## src/rtl/mem_arbiter.sv

```systemverilog
// Two-port (fetch/data) arbiter in front of a single-port memory.
// Round-robin on ties, one access per 3 cycles, range-checked stores.
//
// Ports:
//   Clk, Rst_n            clock, async active-low reset
//   i_req/i_addr          fetch request in; i_ack/i_rdata out
//   d_req/d_we/d_addr/d_wdata  data request in; d_ack/d_rdata out
//   err, busy             out-of-range strobe, non-idle flag
//   mem_addr/mem_wdata/mem_we  to memory; mem_rdata from memory
module mem_arbiter #(
  parameter int MEM_WORDS = 513,
  parameter int AW        = 32
) (
  input  logic          Clk,
  input  logic          Rst_n,
  input  logic          i_req,
  input  logic [AW-1:0] i_addr,
  output logic          i_ack,
  output logic [31:0]   i_rdata,
  input  logic          d_req,
  input  logic          d_we,
  input  logic [AW-1:0] d_addr,
  input  logic [31:0]   d_wdata,
  output logic          d_ack,
  output logic [31:0]   d_rdata,
  output logic          err,
  output logic          busy,
  output logic [AW-1:0] mem_addr,
  output logic [31:0]   mem_wdata,
  output logic          mem_we,
  input  logic [31:0]   mem_rdata
);

  typedef enum logic [1:0] {
    IDLE,
    ACCESS,
    RESP
  } state_e;

  state_e        state_q;
  logic          last_d_q;
  logic          win_d_q;
  logic          we_q;
  logic          oor_q;
  logic          i_ack_q;
  logic          d_ack_q;
  logic          err_q;
  logic          busy_q;
  logic          mem_we_q;
  logic [AW-1:0] mem_addr_q;
  logic [31:0]   mem_wdata_q;
  logic [31:0]   i_rdata_q;
  logic [31:0]   d_rdata_q;

  logic          gnt_i_d;
  logic [AW-1:0] addr_d;
  logic          we_d;
  logic [31:0]   wdata_d;
  logic          oor_d;

  // Fetch wins when alone, or on a tie when data won last.
  always_comb begin
    gnt_i_d = i_req & (~d_req | last_d_q);
    addr_d  = gnt_i_d ? i_addr : d_addr;
    we_d    = ~gnt_i_d & d_we;
    wdata_d = gnt_i_d ? 32'h0 : d_wdata;
    oor_d   = addr_d >= AW'(MEM_WORDS);
  end

  always_ff @(posedge Clk or negedge Rst_n) begin
    if (!Rst_n) begin
      state_q     <= IDLE;
      last_d_q    <= 1'b1;
      win_d_q     <= 1'b0;
      we_q        <= 1'b0;
      oor_q       <= 1'b0;
      i_ack_q     <= 1'b0;
      d_ack_q     <= 1'b0;
      err_q       <= 1'b0;
      busy_q      <= 1'b0;
      mem_we_q    <= 1'b0;
      mem_addr_q  <= '0;
      mem_wdata_q <= '0;
      i_rdata_q   <= '0;
      d_rdata_q   <= '0;
    end else begin
      unique case (state_q)
        IDLE: begin
          if (i_req | d_req) begin
            state_q     <= ACCESS;
            win_d_q     <= ~gnt_i_d;
            last_d_q    <= ~gnt_i_d;
            we_q        <= we_d;
            oor_q       <= oor_d;
            busy_q      <= 1'b1;
            mem_addr_q  <= addr_d;
            mem_wdata_q <= wdata_d;
            mem_we_q    <= we_d & ~oor_d;
          end
        end
        ACCESS: begin
          state_q     <= RESP;
          mem_we_q    <= 1'b0;
          mem_wdata_q <= '0;
          i_ack_q     <= ~win_d_q;
          d_ack_q     <= win_d_q;
          err_q       <= oor_q;
          // Stores leave both read-data registers alone.
          if (!we_q) begin
            if (win_d_q) begin
              d_rdata_q <= oor_q ? 32'h0 : mem_rdata;
            end else begin
              i_rdata_q <= oor_q ? 32'h0 : mem_rdata;
            end
          end
        end
        RESP: begin
          state_q    <= IDLE;
          i_ack_q    <= 1'b0;
          d_ack_q    <= 1'b0;
          err_q      <= 1'b0;
          busy_q     <= 1'b0;
          mem_addr_q <= '0;
        end
        default: begin
          state_q <= IDLE;
        end
      endcase
    end
  end

  assign i_ack     = i_ack_q;
  assign d_ack     = d_ack_q;
  assign i_rdata   = i_rdata_q;
  assign d_rdata   = d_rdata_q;
  assign err       = err_q;
  assign busy      = busy_q;
  assign mem_addr  = mem_addr_q;
  assign mem_wdata = mem_wdata_q;
  assign mem_we    = mem_we_q;

endmodule

```

## config.mk

```make
export PLATFORM = sky130hd
export DESIGN_NAME = mem_arbiter
export DESIGN_NICKNAME = d
export VERILOG_FILES = /design/src/rtl/mem_arbiter.sv
export SDC_FILE = /design/constraint.sdc
export NUM_CORES = 1
export LEC_CHECK = 0
export BUFFER_PORTS_ARGS = -buffer_cell sky130_fd_sc_hd__buf_2
export CAP_MARGIN = 20
export CELL_PAD_IN_SITES_DETAIL_PLACEMENT = 0
export CELL_PAD_IN_SITES_GLOBAL_PLACEMENT = 2
export CORE_ASPECT_RATIO = 0.9
export CORE_MARGIN = 2
export CORE_UTILIZATION = 25
export DETAILED_ROUTE_END_ITERATION = 12
export GPL_TIMING_DRIVEN = 0
export PLACE_DENSITY_LB_ADDON = 0.1
export SETUP_SLACK_MARGIN = 0.3
export SYNTH_ARGS = -nofsm -noshare
export SYNTH_HDL_FRONTEND = slang
export SYNTH_SLANG_ARGS = --single-unit
```

## constraint.sdc

```tcl
create_clock -name Clk -period 1.74 [get_ports Clk]
set_clock_uncertainty 0.05 [all_clocks]
set_input_delay 0.348 -clock Clk [delete_from_list [all_inputs] [get_ports Clk]]
set_output_delay 0.348 -clock Clk [all_outputs]
set_load 0.02 [all_outputs]
```

# Word-level counts from Yosys, hierarchy flattened
# Index checks and enable logic that the tools add are counted.
# W data, S select, Z words.
classes:
  n_eq_ne: 3
  n_bitwise: 10
  n_mux: 16
  n_reduce_logical: 9
  n_lt_le_gt_ge: 1
ops:
  columns: ["cell", "count"]
  rows:
  - ["$mux W32", 5]
  - ["$pmux W32 S2", 2]
  - ["$ge A32 B10 Y1 const B", 1]
  - ["$pmux W1 S2", 5]
  - ["$reduce_and A2 Y1", 3]
  - ["$reduce_and A3 Y1", 2]
  - ["$reduce_bool A2 Y1", 3]
  - ["$not A1 Y1", 5]
  - ["$pmux W2 S2", 1]
  - ["$and A1 B1 Y1", 3]
  - ["$eq A2 B1 Y1 const B", 1]
  - ["$eq A2 B2 Y1 const B", 1]
  - ["$logic_not A2 Y1", 1]
  - ["$mux W1", 2]
  - ["$mux W2", 1]
  - ["$ne A2 B2 Y1 const B", 1]
  - ["$or A1 B1 Y1", 2]
word_totals:
  out_inout_bits: 133
  register_bits: 139
  wordCells: 53

# Logic depth before layout (Yosys ltp)
# Gate-level depths: netlist of run 1.
depth:
  word_depth: 9
  depth_mapped: 7
  ltp_nobuf: 6

# Least setup slack after synthesis of run 1
# No wires, ideal clock.
synth_path:
  path_type: "flip-flop to flip-flop"
  from: "reg state_q[0]"
  to: "reg mem_wdata_q[10], in the netlist mem_wdata[10]"
  slack_ns: -0.062
  path_stages_with_launch: 7
  t_arrival_ns: 1.685
  synth_period_minus_slack_ns: 1.802
  cell_sequence: "dfrtp_1 -> inv_1 -> ha_1 -> nand2_1 -> a211oi_1 -> clkbuf_1 -> a22o_1"
synth_between:
  elab_chain_cells: 3
  word_cells_on_any_way: 6
  classes_between: "2 x eq/ne; 1 x mux; 3 x reduce/logical"
synth_lines:
  columns: ["element", "line", "rtl"]
  rows:
  - ["start: declaration", "40", "state_e state_q;"]
  - ["start signal: assignment", "72", "state_q <= IDLE;"]
  - ["start signal: assignment", "90", "state_q <= ACCESS;"]
  - ["start signal: assignment", "102", "state_q <= RESP;"]
  - ["$eq A2 B1 Y1 / $logic_not A2 Y1 (equally long branches)", "87", "unique case (state_q)"]
  - ["$reduce_bool A2 Y1 (no source line) / $ne A2 B2 Y1 (equally long branches)", null, null]
  - ["$reduce_and A2 Y1 (no source line)", null, null]
  - ["end signal: assignment", "97", "mem_wdata_q <= wdata_d;"]
  - ["end: declaration", "51", "logic [31:0] mem_wdata_q;"]
# Parallel ways exist; a longest one is shown, timed or not.
# A chain may end at the register's enable or synchronous reset.

# Worst setup path after layout of run 1
layout_path:
  from: "reg state_q[1]"
  to: "reg mem_addr_q[5], in the netlist mem_addr[5]"
layout_between:
  elab_chain_cells: 3
  word_cells_on_any_way: 6
  classes_between: "2 x eq/ne; 1 x mux; 3 x reduce/logical"
layout_lines:
  columns: ["element", "line", "rtl"]
  rows:
  - ["$eq A2 B2 Y1 / $logic_not A2 Y1 (equally long branches)", "87", null]
  - ["$reduce_bool A2 Y1 (no source line) / $ne A2 B2 Y1 (equally long branches)", null, null]
  - ["$reduce_and A2 Y1 (no source line)", null, null]
  - ["end signal: assignment", "96", "mem_addr_q <= addr_d;"]
  - ["end: declaration", "50", "logic [AW-1:0] mem_addr_q;"]
# Parallel ways exist; a longest one is shown, timed or not.

==> results of run 1 <==
-- per-stage QoR --
step	setup TNS, ps	power (mW)	hold WS (ps)	instance area [sq um]	util
floorplan	0	7.49	2.41	5780	-
global placement	-269460	9.31	408	7470	0.333
detailed placement	-26000	9.36	271	7510	0.335
CTS	0	13.6	70.4	8360	0.372
global route	-2880	15.6	70.8	9170	0.408
finish	-2.11	14.8	85.6	9170	0.409
-- worst paths after layout --
check,startpoint,end,slack [ps]
worst min-delay path,d_wdata[22],mem_wdata[22]$_DFFE_PN0P_,90
worst max-delay path,state_q[1]$_DFFE_PN0P_,mem_addr[5]$_DFFE_PN0P_,-1
max in group asynchronous,Rst_n,d_rdata[27]$_DFFE_PN0P_,540
worst max register to register,state_q[1]$_DFFE_PN0P_,mem_addr[5]$_DFFE_PN0P_,-1
min in group asynchronous,Rst_n,d_rdata[23]$_DFFE_PN0P_,400
worst min register to register,i_rdata[13]$_DFFE_PN0P_,i_rdata[13]$_DFFE_PN0P_,430
-- cells in the final DEF, fill, tap and decap left out, drive strengths merged, types with 9 or more instances in the layout --
| master | count |
|---|---|
| a22o | 32 |
| buf | 323 |
| clkbuf | 32 |
| dfrtp | 138 |
| mux2i | 32 |
| nand2 | 105 |
| nand2b | 34 |
| nor4 | 9 |
| o21ai | 105 |
-- logic make-up (layout without fill, tap and decap cells) --
kind of cell,count (synthesis),in the layout
compound gates,145,146
fa+ha+maj,4,4
buf+inv,36,374
flops,139,139
mux,33,33
other cells,0,2
simple gates,173,174
-- flip-flops by register name, indices dropped and copies added, names as in the netlist --
name / cells
state_q: 2
mem_we: 1
i_ack: 1
oor_q: 1
d_ack: 1
mem_addr: 32
busy: 1
win_d_q: 1
d_rdata: 32
i_rdata: 32
err: 1
we_q: 1
last_d_q: 1
mem_wdata: 32
-- cells in the mapped netlist (all sizes together), types with 3 or more instances --
master  number  share of area
nand3b       3         0.0040
nand2b      34          0.038
o21ai      104          0.091
nor4         9         0.0099
inv          5         0.0033
nor2         5         0.0033
buf          9         0.0079
a22o        32          0.049
dfrtp      138           0.61
nand4        3         0.0033
nor3         5         0.0044
nand3        3         0.0048
mux2i       32          0.056
nand2      105          0.069
clkbuf      22          0.014
ha           4         0.0088
-- cell type report --
class	count	area (sq um)
plain buffers	31	333
clock inverters	13	120
diodes	2	5.00
multi-input cells	357	2560
clock buffers	19	433
flip-flops and latches	139	3480
fillers	2303	13300
inverters	5	18.8
well taps	297	372
repair buffers	306	1850
-- power by group --
group	internal, mW	switching (mW)	leakage [nW]
clock network	1.97	1.46	0.264
logic	2.97	3.81	2.56
registers	4.04	0.509	1.87
-- timing repair --
action / CTS / global route
hold buffers: 1 / 0
pin swaps: 35 / 37
hold endpoints to repair: 47 / 0
buffers inserted: 15 / 16
gates cloned: 5 / 6
endpoints found under the setup margin: 133 / 211
gates resized for setup: 47 / 250
-- per-layer routing --
| metal | global-route usage | up-vias | part of all wire |
|---|---|---|---|
| li1 | - | 2519 | - |
| met1 | 0.211 | 2578 | 0.44 |
| met2 | 0.258 | 179 | 0.48 |
| met3 | 0.0553 | 9 | 0.077 |
| met4 | 0.0385 | 0 | 0.0075 |
| met5 | 0 | - | 0 |
==> metrics.txt, run 1 <==
H-Tree Depth=4; # placed instances=1092; number of synthesized register bits=139; Final ANT Viol Nets=0; nets=994; via count=5285; initial DRC count=230; adder-cell share of the synthesized area=0.00878; vias in the first global route=between 5000 and 6000; Critical Path Start Type=flip-flop; Top Ports=266; pin count of the biggest net entering global routing=93; synth unique cells=36; CP Depth=8; pwr dens=1610 nW/um^2; worst-path maximum fanout=5; FP Rows=52; Root Buffer=clkbuf_16; Reg clk slew, reported paths=60 ps; final hold violations=0; number of flops mapped to enable cells by yosys=0; critical path endpoint category=flip-flop; XOR/XNOR Fraction of Synth Area=0; Simple-Gate Fraction of Synth Area=0.144; critical-path cell list=inv_2 > ha_4 > or3b_4 > buf_12 > o21ai_4 > buf_6 > nand2_2 > o21ai_1; min cycle time layout=1740 ps; Synth Area in Compound Gates=0.153; Synth-to-Final Area Change=61.0%; post-DR vias/cell=4.52; leakage power=between 4 and 5 nW; Die Ht=147 um; failing checks=setup timing; IO buf count=264; CTS tree=built; sequential fraction of the synthesis area=0.611; Max IR drop VDD=0.722 mV; DP HPWL=13800 um; largest family of logic cells by synthesized area=compound AO/OA/AOI/OAI gates; clk sinks=139; GRT Total Usage=0.161; crit-path max cell delay=440 ps; final std cells w/o fill=1169; core area=22400 sq um; WP buf/inv=3; mapped cell area=5700 sq um; WS Path Type=reg2reg; setup violators final=2; Worst Hold Depth=2; Overflow after GRT=0; mux cell area share after synthesis=0.0582; RePlAce Congestion=a little under 0.8; CP max stage cell=or3b_4; Synth Instances=530; first-pass GRT wire length=30000 um; clk buf depth=2; Reg2Reg Depth=8; CTS Buf Count=17; fin. max-slew vios=0; CP arrival=~2100 ps; WL/cell=17.0 um; fin crit share=1.00; Synth async-reset ratio=1.00; Die X=163 um; DRT Wirelength=about 20000 um; drt pass-1 iters=5; Hold WC Path Type=in2reg; Crit path max-delay family=simple AND/OR/NAND/NOR gates; post-synthesis average cell area=around 11 sq um; Max Cap Viol=0; RSZ-0062 raised after global routing=yes; Mapped Nets=667; Slew @ Worst Pin=566 ps; Syn. warnings=0; antenna violations before repair=1; DRC viols=0; status=finished with violations; top_reg_cell synth=dfrtp_1; final worst slack=-1.25 ps; Post-Place Setup Slack=-400 ps; Rel. slew slack=0.619; Critical Path RT=2040 ps; die area=24000 sq um; share of cells above drive strength 1=0.555; Clock Latency Late Sink=between 400 and 500 ps; Starting Density=0.254; Max Fclk=574 MHz
No activity file was read; power rests on OpenSTA's default activity.
==> run 2: changes to the inputs <==
--- a/config.mk
+++ b/config.mk
@@ -12,6 +12,7 @@
 export CORE_ASPECT_RATIO = 0.9
 export CORE_MARGIN = 2
 export CORE_UTILIZATION = 25
+export CTS_BUF_LIST = sky130_fd_sc_hd__clkbuf_2 sky130_fd_sc_hd__clkbuf_4 sky130_fd_sc_hd__clkbuf_8
 export DETAILED_ROUTE_END_ITERATION = 12
 export GPL_TIMING_DRIVEN = 0
 export PLACE_DENSITY_LB_ADDON = 0.1
==> run 2 against run 1 <==
- sequential share of layout area shrank 3.3 points
- first-iteration DRC count decreased by 5.7%
- clock-buffer cell count unchanged
- critical path depth fell by 2
- the run still ends with setup timing left
- cell count grew 5.1%
- critical path type unchanged
- utilization up 3.9 points
- register-to-register slack is essentially flat
- sequential power up 1%
- die area unchanged
- global-route usage is 0.11 points lower
- design area grew 9.6%
- flip-flop and latch count did not move
==> metrics.txt, run 2 (synthesized netlist as in run 1, its figures left out) <==
Max IR drop VDD=0.685 mV (-5.1%); Max Fclk=571 MHz (-0.56%); core area=22400 sq um (unchanged); nets=1055 (+6.1%); commonest cells after routing, fill and taps aside=buf_2 (194), dfrtp_1 (138), buf_6 (90); setup violators final=4 (+2); M1 wire length=9030 um (+4.2%); Reg2Reg Depth=6 (-2); Reg clk slew, reported paths=80 ps (+20 ps); total power=15.1 mW (+2.2%); Die Ht=147 um (unchanged); Top Ports=266 (unchanged); Worst Hold Depth=2 (unchanged); RSZ-0062 raised after global routing=yes; CTS tree=built; Die X=163 um (unchanged); leakage power=5.10 nW (+8.7%); failing checks=setup timing; Starting Density=0.254 (unchanged); FP Rows=52 (unchanged); FF-to-FF End=mem_wdata[30]$_DFFE_PN0P_; Rel. slew slack=0.618 (-0.00151); Critical Path RT=2070 ps (+30 ps); DRC viols=0 (unchanged); die area=24000 sq um (unchanged); Clock Latency Late Sink=430 ps (about the same); pin count of the biggest net entering global routing=93 (unchanged); first-pass GRT wire length=29900 um (-0.23%); CTS Buf Count=17 (unchanged); H-Tree Depth=4 (unchanged); Reg2Reg Setup Slack=-10 ps (about the same); via count=5576 (+5.5%); Combinational Power Share=0.529 (+0.070); worst-path maximum fanout=10 (+5); Fill cells=2248 (-2.4%); Root Buffer=clkbuf_8; Final ANT Viol Nets=0 (unchanged); Fin Hold WS=71.0 ps (-14.6 ps); Synth-to-Final Area Change=76.4%; Worst Hold Launch=d_wdata[22]; vias in the first global route=5401 (+0.056%); clk buf depth=2 (unchanged); Internal=9.13 mW (+1.7%); WL/cell=16.9 um (-0.62%); commonest non-fill, non-tap cell in the layout=buf_2; uppermost layer routed=met4; status=finished with violations; CP arrival=2080 ps (+30 ps); DRT Wirelength=20800 um (+4.5%); Clock Power Share=0.166 (-0.067); met3 wire len=1550 um (+1.2%); antenna violations before repair=1 (unchanged); clk sinks=139 (unchanged); RePlAce Congestion=0.770 (unchanged); Critical Path Start Type=flip-flop; routed length on met2=10100 um (+5.5%); switch share=0.395 (+0.00317); hold worst-path end=mem_wdata[22]$_DFFE_PN0P_; final worst slack=-11.1 ps (-9.89 ps); WS Path Type=reg2reg; Overflow after GRT=0 (unchanged); fin crit share=1.01 (+0.00568); Max Cap Viol=0 (unchanged); fin. max-slew vios=0 (unchanged); GRT Total Usage=0.160 (-0.00114); Slew @ Worst Pin=568 ps (+2.24 ps); initial DRC count=217 (-5.7%); P_sw=5.95 mW (+3.0%); RR Startpoint=state_q[1]$_DFFE_PN0P_; DP HPWL=13800 um (unchanged); share of cells above drive strength 1=0.626 (+0.0710); drt pass-1 iters=6 (+1); final hold violations=0 (unchanged); setup TNS=-24.7 ps (-22.6 ps); min cycle time layout=1750 ps (+9.89 ps); Hold WC Path Type=in2reg; critical path endpoint category=flip-flop; pwr dens=1500 nW/um^2 (-6.7%); IO buf count=264 (unchanged); sequential share of power=0.305 (-0.003); post-DR vias/cell=4.54 (+0.36%)
==> run 2: worst max path at each step <==
stage | to | cells past startpoint | start
CTS | mem_addr[21]$_DFFE_PN0P_ | 7 | state_q[0]$_DFFE_PN0P_
floorplan | oor_q$_DFFE_PN0P_ | 4 | d_addr[24]
global placement | mem_wdata[21]$_DFFE_PN0P_ | 1 | Rst_n
detailed placement | oor_q$_DFFE_PN0P_ | 5 | d_addr[24]
global route | mem_wdata[30]$_DFFE_PN0P_ | 6 | state_q[1]$_DFFE_PN0P_
finish | mem_wdata[30]$_DFFE_PN0P_ | 6 | state_q[1]$_DFFE_PN0P_
==> run 2: power groups by stage <==
stage	registers [mW]	logic (mW)	clock network, mW
CTS	4.47	5.48	2.60
global route	4.69	8.54	2.75
finish	4.60	7.98	2.50
detailed placement	4.49	4.87	0
global placement	4.49	4.82	0
floorplan	5.39	2.11	0
==> run 2: what timing repair did <==
item,4_1_cts,5_1_grt
resized for setup,44,445
setup buffers,14,73
setup endpoints to repair,134,226
hold endpoints to repair,47,0
pin swaps,30,63
cloned,5,11
hold buffers,1,0
==> run 2: cell type report <==
| class | instances | area, sq um | area share |
|---|---|---|---|
| Sequential cell | 139 | 3480 | 0.346 |
| Buffer | 31 | 339 | 0.0337 |
| Tap cell | 297 | 372 | 0.0370 |
| Timing Repair Buffer | 367 | 2770 | 0.275 |
| Inverter | 5 | 18.8 | 0.00187 |
| Multi-Input combinational cell | 357 | 2700 | 0.269 |
| Clock buffer | 19 | 249 | 0.0248 |
| Antenna cell | 1 | 2.50 | 0.000249 |
| Clock inverter | 13 | 120 | 0.0119 |
==> run 2: critical path: stages, from the launching register on <==
cell and delay (ps):
dfrtp_1 400, inv_2 130, ha_4 180, or3b_4 450
o21ai_4 150, buf_6 190, a22o_1 150
==> run 2: per-layer routing <==
layer,vias up,track usage
met4,0,0.0292
met1,2749,0.211
met2,179,0.256
li1,2640,-
met3,8,0.0579
met5,-,0
==> run 2: stage by stage <==
| stage | util | area (sq um) | setup slack (ps) | instances |
|---|---|---|---|---|
| global route | 0.448 | 10000 | -74.3 | 1228 |
| detailed placement | 0.335 | 7510 | -400 | 1092 |
| CTS | 0.362 | 8140 | 21.2 | 1144 |
| finish | 0.448 | 10100 | -11.1 | 1229 |
| floorplan | - | 5780 | 26.7 | 530 |
| global placement | 0.333 | 7470 | -1790 | 1091 |
==> run 3: changes to the inputs <==
--- a/config.mk
+++ b/config.mk
@@ -6,13 +6,12 @@
 export NUM_CORES = 1
 export LEC_CHECK = 0
 export BUFFER_PORTS_ARGS = -buffer_cell sky130_fd_sc_hd__buf_2
-export CAP_MARGIN = 20
 export CELL_PAD_IN_SITES_DETAIL_PLACEMENT = 0
 export CELL_PAD_IN_SITES_GLOBAL_PLACEMENT = 2
 export CORE_ASPECT_RATIO = 0.9
 export CORE_MARGIN = 2
 export CORE_UTILIZATION = 25
-export CTS_BUF_LIST = sky130_fd_sc_hd__clkbuf_2 sky130_fd_sc_hd__clkbuf_4 sky130_fd_sc_hd__clkbuf_8
+export CTS_BUF_LIST = sky130_fd_sc_hd__clkbuf_16
 export DETAILED_ROUTE_END_ITERATION = 12
 export GPL_TIMING_DRIVEN = 0
 export PLACE_DENSITY_LB_ADDON = 0.1
==> run 3 against run 2 <==
- the run still ends with setup timing left
- sequential power fell by 1%
- flip-flop and latch count did not move
- utilization fell by 3.9 points
- sequential share of layout area rose by 3.3 points
- critical endpoint is now mem_addr[5]$_DFFE_PN0P_
==> metrics.txt, run 3 (synthesized netlist as in run 1, its figures left out) <==
Root Buffer=clkbuf_16; first-pass GRT wire length=30000 um (+0.27%); share of cells above drive strength 1=0.555 (-0.0710); core area=22400 sq um (unchanged); via count=5296 (-5.0%); Post-Route Utilization=0.409 (-0.0392); Clock Power Share=0.232 (+0.066); Top Ports=266 (unchanged); Clock Latency Late Sink=410 ps (-20 ps); IO buf count=264 (unchanged); final std cells w/o fill=1169 (-4.9%); Max Cap Viol=0 (unchanged); commonest cells after routing, fill and taps aside=buf_2 (263), dfrtp_1 (138), o21ai_1 (66); # placed instances=1092 (unchanged); WL/cell=17.0 um (+0.76%); failing checks=setup timing; Final ANT Viol Nets=0 (unchanged); Reg clk slew, reported paths=60 ps (-20 ps); DRT Wirelength=19900 um (-4.2%); min cycle time layout=1740 ps (-9.82 ps); sequential share of power=0.308 (+0.003); antenna violations before repair=1 (unchanged); setup violators final=2 (-2); pwr dens=1610 nW/um^2 (+7.1%); status=finished with violations; DRC viols=0 (unchanged); initial DRC count=243 (+12%); drt pass-1 iters=5 (-1); Overflow after GRT=0 (unchanged); Starting Density=0.254 (unchanged); Critical Path RT=2040 ps (-30 ps); DP HPWL=13800 um (unchanged); leakage power=4.70 nW (-7.8%); critical path endpoint category=flip-flop; GRT Total Usage=0.161 (+0.00120); die area=24000 sq um (unchanged); Die X=163 um (unchanged); clk buf depth=2 (unchanged); Max Fclk=574 MHz (+0.56%); vias in the first global route=5396 (-0.093%); CTS tree=built; switch share=0.392 (-0.00293); RSZ-0062 raised after global routing=yes; Reg2Reg Setup Slack=-1 ps (about the same); P_sw=5.78 mW (-3.0%); pin count of the biggest net entering global routing=93 (unchanged); Fill cells=2304 (+2.5%); commonest non-fill, non-tap cell in the layout=buf_2; fin. max-slew vios=0 (unchanged); final hold violations=0 (unchanged); post-DR vias/cell=4.53 (-0.15%); worst-path maximum fanout=5 (-5); Die Ht=147 um (unchanged); clk sinks=139 (unchanged); fin crit share=1.00 (-0.00564); Synth-to-Final Area Change=61.0%; CTS Buf Count=17 (unchanged); CP arrival=2040 ps (-40 ps); FP Rows=52 (unchanged); nets=994 (-5.8%); Slew @ Worst Pin=566 ps (-2.25 ps); Internal=8.97 mW (-1.8%); Critical Path Start Type=flip-flop; Hold WC Path Type=in2reg; Combinational Power Share=0.460 (-0.069); Max IR drop VDD=0.722 mV (+5.4%); Fin Hold WS=91.6 ps (+20.6 ps); Post-Place Setup Slack=-400 ps (unchanged); WS Path Type=reg2reg; RePlAce Congestion=0.770 (unchanged); Rel. slew slack=0.619 (+0.00152); H-Tree Depth=4 (unchanged); final worst slack=-1.32 ps (+9.82 ps)
-- run 3: changes by cell type in the layout (fill, tap and decap cells not counted), moves of 2 or more --
cell       change
buf_2         +69
buf_4         -59
buf_6         -67
buf_8          -2
clkbuf_16     +14
clkbuf_4       -2
clkbuf_8      -16
inv_1          +2
nand2_1        +7
nand2_2        -3
nand2_4        -4
o21ai_1       +31
o21ai_2       -31
-- run 3: metrics by stage --
stage                     cell area (sq um)  TNS, ps  total power, mW
final                                  9170    -2.28             14.7
after detailed placement               7510   -26000             9.36
after CTS                              8360        0             13.6
after global routing                   9170    -2880             15.6
after global placement                 7470  -269460             9.31
after floorplan                        5780        0             7.49
-- run 3: repair_timing --
| item | 4_1_cts | 5_1_grt |
|---|---|---|
| pin swaps | 34 | 37 |
| buffers inserted | 15 | 16 |
| endpoints found under the hold margin | 47 | 0 |
| gates resized for setup | 47 | 250 |
| setup endpoints to repair | 133 | 211 |
| cloned | 5 | 6 |
| hold buffers | 1 | 0 |
-- run 3: worst max-delay path: stages (launching register included) --
cell and delay [ps]:
dfrtp_1 390, inv_2 130, ha_4 170, or3b_4 440
buf_12 150, o21ai_4 80, buf_6 160, nand2_2 40
o21ai_1 60
-- run 3: final timing paths --
path,depth (start not counted),from,end
max in group asynchronous,3,Rst_n,d_rdata[15]$_DFFE_PN0P_
min,2,d_wdata[22],mem_wdata[22]$_DFFE_PN0P_
min in group asynchronous,2,Rst_n,d_rdata[23]$_DFFE_PN0P_
max reg2reg,8,state_q[1]$_DFFE_PN0P_,mem_addr[5]$_DFFE_PN0P_
min reg2reg,2,i_rdata[13]$_DFFE_PN0P_,i_rdata[13]$_DFFE_PN0P_
max,8,state_q[1]$_DFFE_PN0P_,mem_addr[5]$_DFFE_PN0P_
-- run 3: layout make-up --
| type | count | area (sq um) | share of cell area |
|---|---|---|---|
| Sequential cell | 139 | 3480 | 0.379 |
| Multi-Input combinational cell | 357 | 2560 | 0.280 |
| Timing Repair Buffer | 306 | 1850 | 0.201 |
| Clock buffer | 17 | 425 | 0.0464 |
| Tap cell | 297 | 372 | 0.0405 |
| Buffer | 31 | 333 | 0.0363 |
| Clock inverter | 15 | 128 | 0.0139 |
| Inverter | 5 | 18.8 | 0.00205 |
| Antenna cell | 2 | 5.00 | 0.000546 |
-- run 3: routing by layer --
metal | part of all wire | vias to the layer above | track usage | wire, um
li1 | - | 2523 | - | -
met1 | 0.44 | 2579 | 0.211 | 8690
met2 | 0.48 | 185 | 0.258 | 9540
met3 | 0.078 | 9 | 0.0553 | 1560
met4 | 0.0071 | 0 | 0.0385 | 141
met5 | 0 | - | 0 | 0
-- run 3: power groups by stage --
stage / Combinational, mW / Sequential [mW] / Clock [mW]
6_report: 6.78 / 4.55 / 3.41
5_1_grt: 7.31 / 4.66 / 3.67
4_1_cts: 5.56 / 4.47 / 3.53
3_5_place_dp: 4.87 / 4.49 / 0
3_3_place_gp: 4.82 / 4.49 / 0
2_1_floorplan: 2.11 / 5.39 / 0
